--- src/rtl/vga_pkg.sv ---
// vga_pkg: shared types for the framebuffer scan-out path.
//   rgb332_t      - packed framebuffer pixel, R[7:5] G[4:2] B[1:0]
//   rgb444_t      - 4-bit-per-channel colour as driven to the DAC
//   expand332()   - widens RGB332 to RGB444 by replicating MSBs
//   fetch_state_t - Wishbone fetch FSM states
package vga_pkg;

   typedef struct packed {
      logic [2:0] r;
      logic [2:0] g;
      logic [1:0] b;
   } rgb332_t;

   typedef struct packed {
      logic [3:0] r;
      logic [3:0] g;
      logic [3:0] b;
   } rgb444_t;

   typedef enum logic {IDLE, REQ} fetch_state_t;

   // MSB replication keeps full-scale codes at full scale (7 -> F, 3 -> F).
   function automatic rgb444_t expand332(input rgb332_t p);
      rgb444_t c;
      c.r = {p.r, p.r[2]};
      c.g = {p.g, p.g[2]};
      c.b = {p.b, p.b};
      return c;
   endfunction

endpackage

--- src/rtl/fb_word_fifo.sv ---
// fb_word_fifo: synchronous 32-bit word FIFO for prefetched framebuffer data.
//   clock, rst_i   - clock, asynchronous active-high reset
//   i_push, i_data - write a word (caller guarantees not full)
//   i_pop          - retire the head word (caller guarantees not empty)
//   i_flush        - empty the FIFO; overrides push/pop on the same edge
//   o_head         - current head word (valid when !o_empty)
//   o_count        - number of stored words, 0..DEPTH
//   o_empty        - FIFO holds no words
module fb_word_fifo #(
   parameter int DEPTH = 16
) (
   input  logic                       clock,
   input  logic                       rst_i,
   input  logic                       i_push,
   input  logic                       i_pop,
   input  logic                       i_flush,
   input  logic [31:0]                i_data,
   output logic [31:0]                o_head,
   output logic [$clog2(DEPTH):0]     o_count,
   output logic                       o_empty
);
   localparam int AW = $clog2(DEPTH);

   logic [31:0]   r_mem [DEPTH];
   logic [AW-1:0] r_wp;
   logic [AW-1:0] r_rp;
   logic [AW:0]   r_cnt;

   always_ff @(posedge clock) begin
      if (i_push && !i_flush) r_mem[r_wp] <= i_data;
   end

   // Depth is a power of two, so the pointers wrap naturally.
   always_ff @(posedge clock or posedge rst_i) begin
      if (rst_i) begin
         r_wp  <= '0;
         r_rp  <= '0;
         r_cnt <= '0;
      end else if (i_flush) begin
         r_wp  <= '0;
         r_rp  <= '0;
         r_cnt <= '0;
      end else begin
         if (i_push) r_wp <= r_wp + 1'b1;
         if (i_pop)  r_rp <= r_rp + 1'b1;
         case ({i_push, i_pop})
            2'b10:   r_cnt <= r_cnt + 1'b1;
            2'b01:   r_cnt <= r_cnt - 1'b1;
            default: r_cnt <= r_cnt;
         endcase
      end
   end

   assign o_head  = r_mem[r_rp];
   assign o_count = r_cnt;
   assign o_empty = (r_cnt == '0);

endmodule

--- src/rtl/vga_fb_fetch.sv ---
// vga_fb_fetch: framebuffer scan-out stage behind the VGA timing controller.
// Prefetches 32-bit words over a Wishbone classic read master into a word
// FIFO and unpacks four RGB332 pixels per word (byte 0 first) into RGB444.
//   clock, rst_i             - pixel clock, asynchronous active-high reset
//   hs_in, vs_in, active_in  - timing controller syncs (active low) / enable
//   wb_*                     - Wishbone classic read master
//   hs_o, vs_o, active_o     - timing inputs delayed one clock
//   r_o, g_o, b_o            - colour, black whenever no pixel is shown
//   underflow_o              - sticky: pixel needed, FIFO empty, frame unfinished
module vga_fb_fetch
   import vga_pkg::*;
#(
   parameter logic [31:0] BASE_ADDR   = 32'h0000_0000,
   parameter int          FRAME_WORDS = 76800,
   parameter int          FIFO_DEPTH  = 16
) (
   input  logic        clock,
   input  logic        rst_i,
   input  logic        hs_in,
   input  logic        vs_in,
   input  logic        active_in,
   output logic [31:0] wb_adr_o,
   output logic        wb_cyc_o,
   output logic        wb_stb_o,
   output logic        wb_we_o,
   output logic [3:0]  wb_sel_o,
   input  logic [31:0] wb_dat_i,
   input  logic        wb_ack_i,
   output logic        hs_o,
   output logic        vs_o,
   output logic        active_o,
   output logic [3:0]  r_o,
   output logic [3:0]  g_o,
   output logic [3:0]  b_o,
   output logic        underflow_o
);
   localparam int CW = $clog2(FIFO_DEPTH) + 1;
   localparam int FW = $clog2(FRAME_WORDS + 1);
   localparam logic [FW-1:0] FRAME_WORDS_C = FW'(FRAME_WORDS);
   localparam logic [CW:0]   DEPTH_C       = (CW+1)'(FIFO_DEPTH);

   fetch_state_t r_state, w_state_nxt;
   logic          r_vs_prev;
   logic          r_discard;     // a cycle straddled frame start; drop its data
   logic [31:0]   r_addr;
   logic [FW-1:0] r_fetched;
   logic [1:0]    r_lane;

   logic          w_frame_start, w_more, w_ack, w_push, w_pop, w_empty;
   logic [31:0]   w_head;
   logic [CW-1:0] w_count;
   logic [CW:0]   w_level;
   rgb332_t       w_pix;
   rgb444_t       w_rgb;

   assign w_frame_start = r_vs_prev & ~vs_in;
   assign w_more        = (r_fetched < FRAME_WORDS_C);
   assign w_ack         = (r_state == REQ) & wb_ack_i;
   assign w_push        = w_ack & ~r_discard & ~w_frame_start;
   assign w_pop         = active_in & ~w_empty & (r_lane == 2'd3) & ~w_frame_start;
   assign w_level       = {1'b0, w_count} + {{CW{1'b0}}, (r_state == REQ)};
   assign w_pix         = rgb332_t'(w_head[{r_lane, 3'b000} +: 8]);
   assign w_rgb         = expand332(w_pix);

   fb_word_fifo #(.DEPTH(FIFO_DEPTH)) u_fifo (
      .clock   (clock),
      .rst_i   (rst_i),
      .i_push  (w_push),
      .i_pop   (w_pop),
      .i_flush (w_frame_start),
      .i_data  (wb_dat_i),
      .o_head  (w_head),
      .o_count (w_count),
      .o_empty (w_empty)
   );

   // Requests are held off on the frame-start edge so the first request of a
   // frame always uses the freshly cleared address and counters.
   always_comb begin
      w_state_nxt = r_state;
      case (r_state)
         IDLE:    if (!w_frame_start && w_more && (w_level < DEPTH_C)) w_state_nxt = REQ;
         REQ:     if (wb_ack_i) w_state_nxt = IDLE;
         default: w_state_nxt = IDLE;
      endcase
   end

   always_ff @(posedge clock or posedge rst_i) begin
      if (rst_i) begin
         r_state     <= IDLE;
         r_vs_prev   <= 1'b1;
         r_discard   <= 1'b0;
         r_addr      <= BASE_ADDR;
         r_fetched   <= '0;
         r_lane      <= 2'd0;
         underflow_o <= 1'b0;
      end else begin
         r_state   <= w_state_nxt;
         r_vs_prev <= vs_in;
         if (w_frame_start) begin
            r_addr      <= BASE_ADDR;
            r_fetched   <= '0;
            r_lane      <= 2'd0;
            underflow_o <= 1'b0;
            r_discard   <= (r_state == REQ) & ~wb_ack_i;
         end else begin
            if (w_ack) r_discard <= 1'b0;
            if (w_push) begin
               r_addr    <= r_addr + 32'd4;
               r_fetched <= r_fetched + 1'b1;
            end
            if (active_in) begin
               if (!w_empty)    r_lane      <= r_lane + 1'b1;
               else if (w_more) underflow_o <= 1'b1;
            end
         end
      end
   end

   always_ff @(posedge clock or posedge rst_i) begin
      if (rst_i) begin
         hs_o     <= 1'b1;
         vs_o     <= 1'b1;
         active_o <= 1'b0;
         r_o      <= 4'h0;
         g_o      <= 4'h0;
         b_o      <= 4'h0;
      end else begin
         hs_o     <= hs_in;
         vs_o     <= vs_in;
         active_o <= active_in;
         if (active_in && !w_empty) begin
            r_o <= w_rgb.r;
            g_o <= w_rgb.g;
            b_o <= w_rgb.b;
         end else begin
            r_o <= 4'h0;
            g_o <= 4'h0;
            b_o <= 4'h0;
         end
      end
   end

   assign wb_cyc_o = (r_state == REQ);
   assign wb_stb_o = (r_state == REQ);
   assign wb_we_o  = 1'b0;
   assign wb_sel_o = 4'hF;
   assign wb_adr_o = r_addr;

endmodule

--- config.mk ---
export PLATFORM = sky130hd
export DESIGN_NAME = vga_fb_fetch
export DESIGN_NICKNAME = d
export VERILOG_FILES = /design/src/rtl/vga_pkg.sv /design/src/rtl/fb_word_fifo.sv /design/src/rtl/vga_fb_fetch.sv
export SDC_FILE = /design/constraint.sdc
export NUM_CORES = 1
export LEC_CHECK = 0
export ABC_AREA = 1
export CAP_MARGIN = 20
export CORE_AREA = 2 2 331 235
export CTS_CLUSTER_DIAMETER = 40
export DETAILED_ROUTE_END_ITERATION = 8
export DIE_AREA = 0 0 333 237
export GPL_TIMING_DRIVEN = 0
export PLACE_DENSITY_LB_ADDON = 0.12
export SKIP_CTS_REPAIR_TIMING = 1
export SLEW_MARGIN = 5
export SYNTH_ARGS = -nofsm -noshare
export SYNTH_HDL_FRONTEND = slang
export SYNTH_SLANG_ARGS = --single-unit
export TNS_END_PERCENT = 50
--- constraint.sdc ---
create_clock -name clock -period 4.2 [get_ports clock]
set_input_delay 1.26 -clock clock [delete_from_list [all_inputs] [get_ports clock]]
set_output_delay 1.26 -clock clock [all_outputs]
set_load 0.03 [all_outputs]
==> results <==
- The floorplan has 85 rows.
- The die is 333 µm wide.
- The H-tree generated during clock tree synthesis spans 3 levels.
- The global routing usage summed across all routing layers is 21.3%.
- Summed over all layers, the global routing overflow is 0.
- The mean cell area of the mapped netlist is 11.1 µm².
- The core outline area is 0.0759 mm².
- Summed over all cells, the static leakage comes to 0.0114 µW.
- At the end of routability-driven placement, the weighted congestion stood at 0.893.
- Setup violations remaining at the end of the flow were counted as 0.
- The first global-routing pass estimated 120,000 µm of wire.
- The final cell area excluding filler cells is 0.0307 mm².
- The number of hold-slack violations in the final timing report is 0.
- Between clock sinks in the finished design, the worst skew comes to 0.0276 ns.
- The final-report max-slew violation count is 0.
- Summing all flip-flop and latch instances after layout gives 0.0173 mm².
- Before CTS, the worst setup slack after placement is -0.251 ns.
- The post-route netlist has 12.5% of its cells at a drive strength greater than 1.
- The number of enable-type register cells in the synthesized netlist is 512.
- In the final routed layout, each cell accounts on average for 24.0 µm.
- The post-detailed-route count of antenna-violating nets is 0.
- Clock latency on the worst-skew pair, taken at its later pin, is 0.64 ns.
- The clock root buffer master is clkbuf_16.
- In this run the tightest slew margin relative to its limit is 32.5%.
- Setup repair after global routing left no endpoint under its margin.
- The number of max-capacitance violations reported is 0.
- VDD sags by at most 261 µV.
- In this run, synthesis produced a sequential element count of 588.
- The floorplan step defined a die boundary enclosing 0.0789 mm².
- The initial antenna violation count is 4.
- Counting distinct cell types in the post-synthesis netlist gives 43.
- The number of placed instances, taps included, is 3,365.
- Counting instances in the post-synthesis netlist gives the leading cell types as 730 x nand2_1, 512 x edfxtp_1, 472 x nand3_1, 74 x dfrtp_1, 70 x inv_1.
- 93 I/O pins were placed.
- The number of global-route vias before repair is 16,777.
- The data arrival at the endpoint of the critical path is 4.12 ns.
- The biggest area consumer among synthesized cells is edfxtp_1.
- Of all flip-flops after synthesis, the portion carrying an async set or reset was 12.9%.
- Data on the critical path is required at its endpoint by 4.53 ns.
- After synthesis, flip-flops and latches occupy 69.7% of the total area.
- In the routed layout, each cell is associated on average with a via count of 5.10.
- By area the synthesized netlist is led by edfxtp_1 62%, nand2_1 11%, nand3_1 9.5%, dfrtp_1 7.5%, buf_4 1.3%.
- The worst setup path is of the input pin to register kind.
- The final layout contains routed wiring with a total length of 84,500 µm.
- The first detailed-routing pass ran for 5 iterations.
- The number of clock buffers added by TritonCTS is 85.
- The vertical die dimension is 237 µm.
- The vias after detailed routing is 17,963.
- Static timing analysis puts the maximum clock frequency at 264 MHz.
- Summing all multi-input logic gate instances after layout gives 0.00660 mm².
- Adding up every negative setup slack in the final design gives 0 ns.
- The starting utilization of the core area is 32.7%.
- The most used flip-flop cell after synthesis is edfxtp_1.
- The layout overhead on the synthesized area is 23.6%.
- The number of port buffers is 85.
- The most numerous cell in the Yosys netlist is nand2_1.
- The flow ran to the end, and the final reports show no timing, DRC or antenna violations.
- For this design, the sink count on the clock tree is 588.
- The pin slew with the least headroom to its limit is 1.01 ns.
- The remaining design rule violation count is 0.
- The post-synthesis cell count is 2,239.
- In this run the deepest clock path goes through 3 buffers.
- The synthesized cell area is 0.0248 mm².
- The number of standard cells in the final layout excluding fillers is 3,524.
- The number of warnings reported in the yosys synthesis log is 0.
- The filler cells instantiated in the layout total 7,326.
- TritonCTS built the clock tree.
- The detailed router finished its first iteration with 1,871 violations.
- The endpoint kind of the worst setup timing path is a register.
- The launching element type of the critical path is an input pin.
- Clock-pin slew was measured on the worst setup and hold paths at 0.05 ns.
- The slack of the critical path is 0.407 ns.
- In this run the biggest area consumer among cell types represents 62.0% of the synthesized area.
- In this run the cell area measured after placement is 0.0276 mm².
- Power spread over the standard cell area amounts to 587 mW/mm².
- After layout, the worst path uses 90.3% of the clock period.
- Along the worst path, the maximum fanout reaches 17.
- In the final design database the tool counted 2,502 nets.
- The path class of the tightest hold or removal check is register to register.
- Summed over all nets, the half-perimeter wirelength after detailed placement is 58,800 µm.
- The largest net degree at the start of global routing is 52.
- The routed design could run at a clock period as short as 3.79 ns.
## metal layers
metal | wire length (µm) | part of all wire [%] | global-route usage (%) | vias to the layer above
met5 | 13 | 0.015 | 0 | -
met4 | 1640 | 1.9 | 5.00 | 2
met3 | 7030 | 8.3 | 4.95 | 115
met2 | 34200 | 40 | 29.4 | 708
met1 | 41600 | 49 | 33.3 | 8904
li1 | - | - | - | 8234
## area by class of cell
| class | instances | share of cell area (%) |
|---|---|---|
| sequential | 588 | 56.3 |
| buffer | 132 | 2.51 |
| inverter | 77 | 0.967 |
| clock buffer | 100 | 7.67 |
| multi-input combinational | 1447 | 21.5 |
| timing repair buffer | 121 | 4.76 |
| clock inverter | 57 | 2.16 |
| antenna | 2 | 0.0163 |
| tap | 1000 | 4.08 |
## layout by cell type (no fill, tap or decap), types with 3 or more instances in the layout
cell             count
nor2_2               5
conb_1               7
clkinv_2            11
edfxtp_1           512
ha_1                12
buf_1               11
clkbuf_8             5
o21ai_0             35
nor3_1              20
clkdlybuf4s50_1     85
nand4_1             19
buf_2               45
o21a_1               4
inv_1               69
inv_6                8
clkbuf_1            31
a21oi_1             38
nor2_1              51
bufinv_16           11
nor2_4              14
clkbuf_16           91
nand3b_1             3
nand2_1            730
dfrtp_1             74
buf_6               12
buf_12               8
nand3_1            472
xor2_1               5
clkinv_1             9
buf_4               52
nor3_2               9
nor4_1               3
clkinvlp_4          14
buf_16              10
inv_2                3
clkinv_4             3
## power by group
part	internal, µW	switching (µW)	total [µW]
clock network	4720	2770	7480
logic	1080	2790	3860
registers	6550	95.4	6640
total	12300	5650	18000
## worst max-delay path: stages
cell,delay (ns)
clkdlybuf4s50_1,0.47
nand2_2,0.07
nor2_4,0.24
inv_2,0.07
buf_6,0.15
nor2_1,0.36
nand3_1,0.44
nor2_4,0.75
buf_12,0.27
## kinds of logic after synthesis
| group | share of synthesized area (%) |
|---|---|
| and+or+nand+nor | 23.3 |
| DFF | 69.7 |
| buffers and inverters | 4.28 |
| AOI/OAI and AO/OA | 1.93 |
| adders and majority gates | 0.605 |
| xor gates and xnor gates | 0.247 |
| other | 0.0303 |
## stage by stage
step                      utilization, %  total power [µW]  hold WS (ns)
after CTS                           40.4             18100         0.494
after global routing                40.4             18700         0.525
after global placement              35.5             10500         0.477
after floorplan                        -              8890         0.446
final                               40.4             18000         0.494
after detailed placement            36.4             10600         0.483
## worst paths after layout
check,startpoint,end,cells past startpoint,slack (ns)
worst max register to register,vs_o$_DFF_PP1_,u_fifo.o_count[4]$_DFFE_PP0P_,12,1.00
worst min register to register,r_fetched[7]$_DFFE_PP0P_,r_fetched[7]$_DFFE_PP0P_,1,0.49
max in group asynchronous,rst_i,vs_o$_DFF_PP1_,3,2.58
min in group asynchronous,rst_i,r_fetched[12]$_DFFE_PP0P_,2,0.98
worst max-delay path,wb_ack_i,u_fifo.r_mem[14][13]$_DFFE_PP_,9,0.41
worst min-delay path,r_fetched[7]$_DFFE_PP0P_,r_fetched[7]$_DFFE_PP0P_,1,0.49
## registers in the layout, indices dropped and copies added, names as in the netlist, 2 cells and up
| register | count |
|---|---|
| u_fifo.r_mem | 512 |
| b_o | 2 |
| u_fifo.o_count | 5 |
| r_lane | 2 |
| wb_adr_o | 30 |
| u_fifo.r_wp | 4 |
| g_o | 3 |
| u_fifo.r_rp | 4 |
| r_o | 3 |
| r_fetched | 17 |
Power figures use the tool's default switching activity.
